$ cat src/rtl/audio_dac_out_pkg.sv
// Shared constants for the audio DAC output stage: default widths, mode
// encodings and the midscale (silence) code in offset binary.
package audio_dac_out_pkg;

  localparam int DAC_SAMPLE_W = 16;
  localparam int DAC_PWM_BITS = 10;

  localparam logic DAC_MODE_DS  = 1'b0;
  localparam logic DAC_MODE_PWM = 1'b1;

  localparam logic [DAC_SAMPLE_W-1:0] DAC_MIDSCALE = 16'h8000;

endpackage

$ cat src/rtl/audio_dac_out_sample_buffer.sv
// Pending/active double buffer: captures offset-binary samples, hands them to
// the active register on load (midscale when muted) and flags overruns.
module dac_sample_buffer
  import audio_dac_out_pkg::*;
#(
  parameter int SAMPLE_W = DAC_SAMPLE_W
) (
  input  logic                clk_in,
  input  logic                reset_n_in,
  input  logic [SAMPLE_W-1:0] sample_in,
  input  logic                sample_valid_in,
  input  logic                mute_in,
  input  logic                load_en,
  output logic [SAMPLE_W-1:0] active_code,
  output logic                pending_flag,
  output logic                overrun
);

  localparam logic [SAMPLE_W-1:0] MIDSCALE = {1'b1, {(SAMPLE_W-1){1'b0}}};

  logic [SAMPLE_W-1:0] pending_buf;

  always_ff @(posedge clk_in) begin
    if (!reset_n_in) begin
      pending_buf  <= MIDSCALE;
      active_code  <= MIDSCALE;
      pending_flag <= 1'b0;
      overrun      <= 1'b0;
    end else begin
      // A simultaneous load consumes the old pending sample, so no overrun.
      overrun <= sample_valid_in && pending_flag && !load_en;
      if (load_en) begin
        active_code <= mute_in ? MIDSCALE : pending_buf;
      end
      if (sample_valid_in) begin
        pending_buf  <= sample_in ^ MIDSCALE;
        pending_flag <= 1'b1;
      end else if (load_en) begin
        pending_flag <= 1'b0;
      end
    end
  end

endmodule

$ cat src/rtl/audio_dac_out.sv
// 1-bit audio output stage: first-order delta-sigma or fixed-period PWM,
// fed from a double-buffered sample register.
module audio_dac_out
  import audio_dac_out_pkg::*;
#(
  parameter int SAMPLE_W = DAC_SAMPLE_W,
  parameter int PWM_BITS = DAC_PWM_BITS
) (
  input  logic                clk_in,
  input  logic                reset_n_in,
  input  logic [SAMPLE_W-1:0] sample_in,
  input  logic                sample_valid_in,
  input  logic                mode_in,
  input  logic                mute_in,
  output logic                dac_out,
  output logic                overrun_out,
  output logic                period_start_out
);

  localparam logic [PWM_BITS-1:0] CNT_MAX = '1;

  logic                mode_q;
  logic                mode_chg;
  logic                is_pwm;
  logic                load_en;
  logic                pending_flag;
  logic [SAMPLE_W-1:0] active_code;
  // Only the low SAMPLE_W bits persist; the carry goes straight to dac_out.
  logic [SAMPLE_W-1:0] acc;
  logic [SAMPLE_W:0]   acc_sum;
  logic [PWM_BITS-1:0] pwm_cnt;
  logic [PWM_BITS-1:0] duty;

  assign is_pwm   = (mode_in == DAC_MODE_PWM);
  assign mode_chg = (mode_q != mode_in);
  assign load_en  = pending_flag && !mode_chg && (!is_pwm || (pwm_cnt == CNT_MAX));
  assign acc_sum  = {1'b0, acc} + {1'b0, active_code};
  assign duty     = active_code[SAMPLE_W-1 -: PWM_BITS];

  dac_sample_buffer #(
    .SAMPLE_W(SAMPLE_W)
  ) u_buffer (
    .clk_in          (clk_in),
    .reset_n_in      (reset_n_in),
    .sample_in       (sample_in),
    .sample_valid_in (sample_valid_in),
    .mute_in         (mute_in),
    .load_en         (load_en),
    .active_code     (active_code),
    .pending_flag    (pending_flag),
    .overrun         (overrun_out)
  );

  always_ff @(posedge clk_in) begin
    if (!reset_n_in) begin
      mode_q           <= DAC_MODE_DS;
      acc              <= '0;
      pwm_cnt          <= '0;
      dac_out          <= 1'b0;
      period_start_out <= 1'b0;
    end else begin
      mode_q <= mode_in;
      if (mode_chg) begin
        // Silent restart cycle: both datapaths begin from a clean state.
        acc              <= '0;
        pwm_cnt          <= '0;
        dac_out          <= 1'b0;
        period_start_out <= 1'b0;
      end else if (is_pwm) begin
        acc              <= '0;
        pwm_cnt          <= pwm_cnt + PWM_BITS'(1);
        dac_out          <= (pwm_cnt < duty);
        period_start_out <= (pwm_cnt == '0);
      end else begin
        acc              <= acc_sum[SAMPLE_W-1:0];
        pwm_cnt          <= '0;
        dac_out          <= acc_sum[SAMPLE_W];
        period_start_out <= 1'b0;
      end
    end
  end

endmodule
$ cat config.mk
export PLATFORM = sky130hd
export DESIGN_NAME = audio_dac_out
export DESIGN_NICKNAME = d
export VERILOG_FILES = /design/src/rtl/audio_dac_out_pkg.sv /design/src/rtl/audio_dac_out_sample_buffer.sv /design/src/rtl/audio_dac_out.sv
export SDC_FILE = /design/constraint.sdc
export NUM_CORES = 1
export LEC_CHECK = 0
export ABC_AREA = 0
export BUFFER_PORTS_ARGS = -buffer_cell sky130_fd_sc_hd__buf_4
export CAP_MARGIN = 5
export CORE_ASPECT_RATIO = 0.9
export CORE_MARGIN = 4
export CORE_UTILIZATION = 40
export CTS_CLUSTER_DIAMETER = 120
export DETAILED_ROUTE_END_ITERATION = 8
export SYNTH_ARGS = -nofsm -noshare
export SYNTH_HDL_FRONTEND = slang
export SYNTH_SLANG_ARGS = --single-unit
export TNS_END_PERCENT = 10
$ cat constraint.sdc
create_clock -name clk_in -period 2.8 [get_ports clk_in]
set_input_delay 0.7 -clock clk_in [delete_from_list [all_inputs] [get_ports clk_in]]
set_output_delay 0.7 -clock clk_in [all_outputs]
set_load 0.1 [all_outputs]
==> metrics.yaml <==
status:
  status: "complete, no violations"
clock_tree:
  cts.hold.buffers_added: 0
  insertion_delay_ns: 0.35
  ctsHtreeMaxLevel: 3
  cts_buffers: 9
  root_buffer: "clkbuf_8"
  cts.clk_slew.worst_paths_ns: 0.07
  cts_tree: "yes"
  post_cts_resized: 0
  cts_sinks: 63
  cts_setup_buffers: 0
  max-clock-path-buffers: 2
timing:
  tightest_slew_ns: 0.903
  rsz0062_at_grt: "false"
  relSlewSlack_pct: 39.8
  fin_crit_sh_pct: 83.3
  min_period_ns: 2.33
  tns_ns: 0
  maxClockFrequency_ghz: 0.429
  maxSlewViolCount: 0
  skew_ns: 0.0110
  finalSetupViolations: 0
  hold_viol_final: 0
floorplan:
  dieHeight_um: 93.3
  rows: 30
  start_util_pct: 42.0
  die_x_um: 103
  dieArea_um2: 9590
  coreArea_um2: 7690
  io_pins: 24
grt:
  grt_pass1_vias: 2389
  grt.total_usage_pct: 15.3
  grt_remaining_overflow: 0
  grt_pass1_wl_um: 11300
  grt_max_degree: 40
  antenna_found_initial: 0
place:
  place_inst: 461
  place.gp.congestion: 0.884
  portBuffers: 23
  dpl-instance-area_um2: 3490
  dp_hpwl_um: 4890
setup_path:
  cp_num_buf_inv: 0
  cp_max_fo: 3
  slowest_stage: "a221oi_1"
  crit_arrival_ns: 2.59
  critical_path.endpoint_type: "register"
  critPathLaunchType: "register"
  crit_type: "register to register"
  cp_slowest_stage_delay_ns: 0.49
  critical-path-top-delay-family: "compound AO/OA/AOI/OAI gates"
  crit_required_ns: 3.06
  path_cells: "ha_1 -> fa_1 -> a21o_1 -> a221oi_1 -> o22ai_1 -> o21ai_0 -> nor3b_1"
yosys:
  synthArstFlopShare_pct: 0
  synth_nets: 402
  ys_types: 49
  synth_area_um2: 3240
  postSynthCellCount: 353
  synth_area_leaders: "dfxtp_1, ha_1, mux2i_1"
  synth_most_common_cell: "dfxtp_1"
  synthTopCellsByCount: "dfxtp_1, nand2_1, ha_1, nor2_1, mux2i_1"
  ys_seq_area_share_pct: 39.0
  synth_seq_cells: 63
  synth_edf_count: 0
  synth_top_area_share_pct: 39.0
  synthFlopType: "dfxtp_1"
  synth_top_area_cell: "dfxtp_1"
  yosysWarningCount: 0
  synth_area_per_cell_um2: 9.17
cells_and_area:
  areaGrowthSynthToFinish_pct: 14.2
  antenna_cells: 0
  drive_gt1_share_pct: 12.4
  final_core_util_pct: 48.0
  final_area_um2: 3700
  final_cells: 476
  nets: 425
pwr:
  ir_drop_v: 0.000260
  total_power_mw: 1.90
  power_leakage_nw: 1.54
  powerDensity_nw_per_um2: 514
routing:
  postRouteWirelength_um: 6620
  vias: 2450
  first_iter_violations: 86
  drc_errors: 0
  routedWlPerCell_um: 13.9
  drtPass1Iterations: 4
  postRouteAntennaNets: 0
  via_per_inst: 5.15
worst_hold_path:
  hold_class: "register to register"
job:
  cap_violations: 0
path summary, 6_finish.rpt:
kind                           startpoint                 endpoint  slack, ns  cells past startpoint
hold reg to reg   u_buffer.active_code[0]  u_buffer.active_code[0]       0.46                      2
hold / removal    u_buffer.active_code[0]  u_buffer.active_code[0]       0.46                      2
setup / recovery  u_buffer.active_code[0]                  acc[14]       0.47                      7
setup reg to reg  u_buffer.active_code[0]                  acc[14]       0.47                      7
metal layers:
| layer | vias to the layer above | part of all wire [%] | global-route usage, % |
|---|---|---|---|
| li1 | 1286 | - | - |
| met1 | 1115 | 53 | 22.2 |
| met2 | 37 | 40 | 20.6 |
| met3 | 12 | 4.6 | 5.00 |
| met4 | 0 | 1.6 | 5.83 |
| met5 | - | 0 | 0 |
where the power goes:
| group | switching [mW] | internal (mW) |
|---|---|---|
| Sequential | 0.0117 | 0.917 |
| Combinational | 0.0622 | 0.0546 |
| Clock | 0.361 | 0.494 |
| Total | 0.435 | 1.47 |
logic make-up (layout without fill, tap and decap cells):
family / after synthesis / after routing / synth area share, %
AOI/OAI and AO/OA: 68 / 68 / 14.5
adders and majority gates: 28 / 28 / 11.1
and+or+nand+nor: 133 / 133 / 22.5
muxes: 18 / 18 / 5.57
xor gates and xnor gates: 14 / 14 / 3.79
buffers and inverters: 29 / 56 / 3.63
DFF: 63 / 63 / 39.0
final cells by class:
type	instances	area, um2
clock buffers	9	124
clock inverters	6	86.3
fillers	728	4000
inverters	16	60.1
multi-input cells	261	1860
flip-flops and latches	63	1260
well taps	96	120
repair buffers	25	188
worst reg2reg max path, delay by kind of cell (launching register included):
family | cells | cell delay [ns]
compound gates | 4 | 1.11
flops | 1 | 0.31
fa+ha+maj | 2 | 0.62
simple gates | 1 | 0.21
cell usage in the layout, fill, tap and decap left out, types with 6 or more instances in the layout:
cell,count
nor2b_1,17
a21boi_1,15
a21oi_1,15
nor3_1,7
mux2i_1,18
a21o_1,10
ha_1,27
and3_1,8
nand3_1,6
o21ai_0,8
xnor2_1,10
nand2_1,33
dfxtp_1,63
nor2_1,25
clkbuf_8,9
inv_1,16
buf_4,25
or3b_1,13
through the flow:
step | hold WS (ns) | setup WS [ns]
2_1_floorplan | 0.435 | 0.656
3_3_place_gp | 0.451 | 0.549
3_5_place_dp | 0.457 | 0.488
4_1_cts | 0.465 | 0.482
5_1_grt | 0.487 | 0.375
6_report | 0.458 | 0.468
flip-flops by register name (all words and copies together) (netlist names):
register and flops:
u_buffer.pending_flag 1, pwm_cnt 10, acc 16, dac_out 1
u_buffer.active_code 16, u_buffer.pending_buf 16, u_buffer.overrun 1, mode_q 1
period_start_out 1
Note: power is estimated with default switching activity, not from simulation.
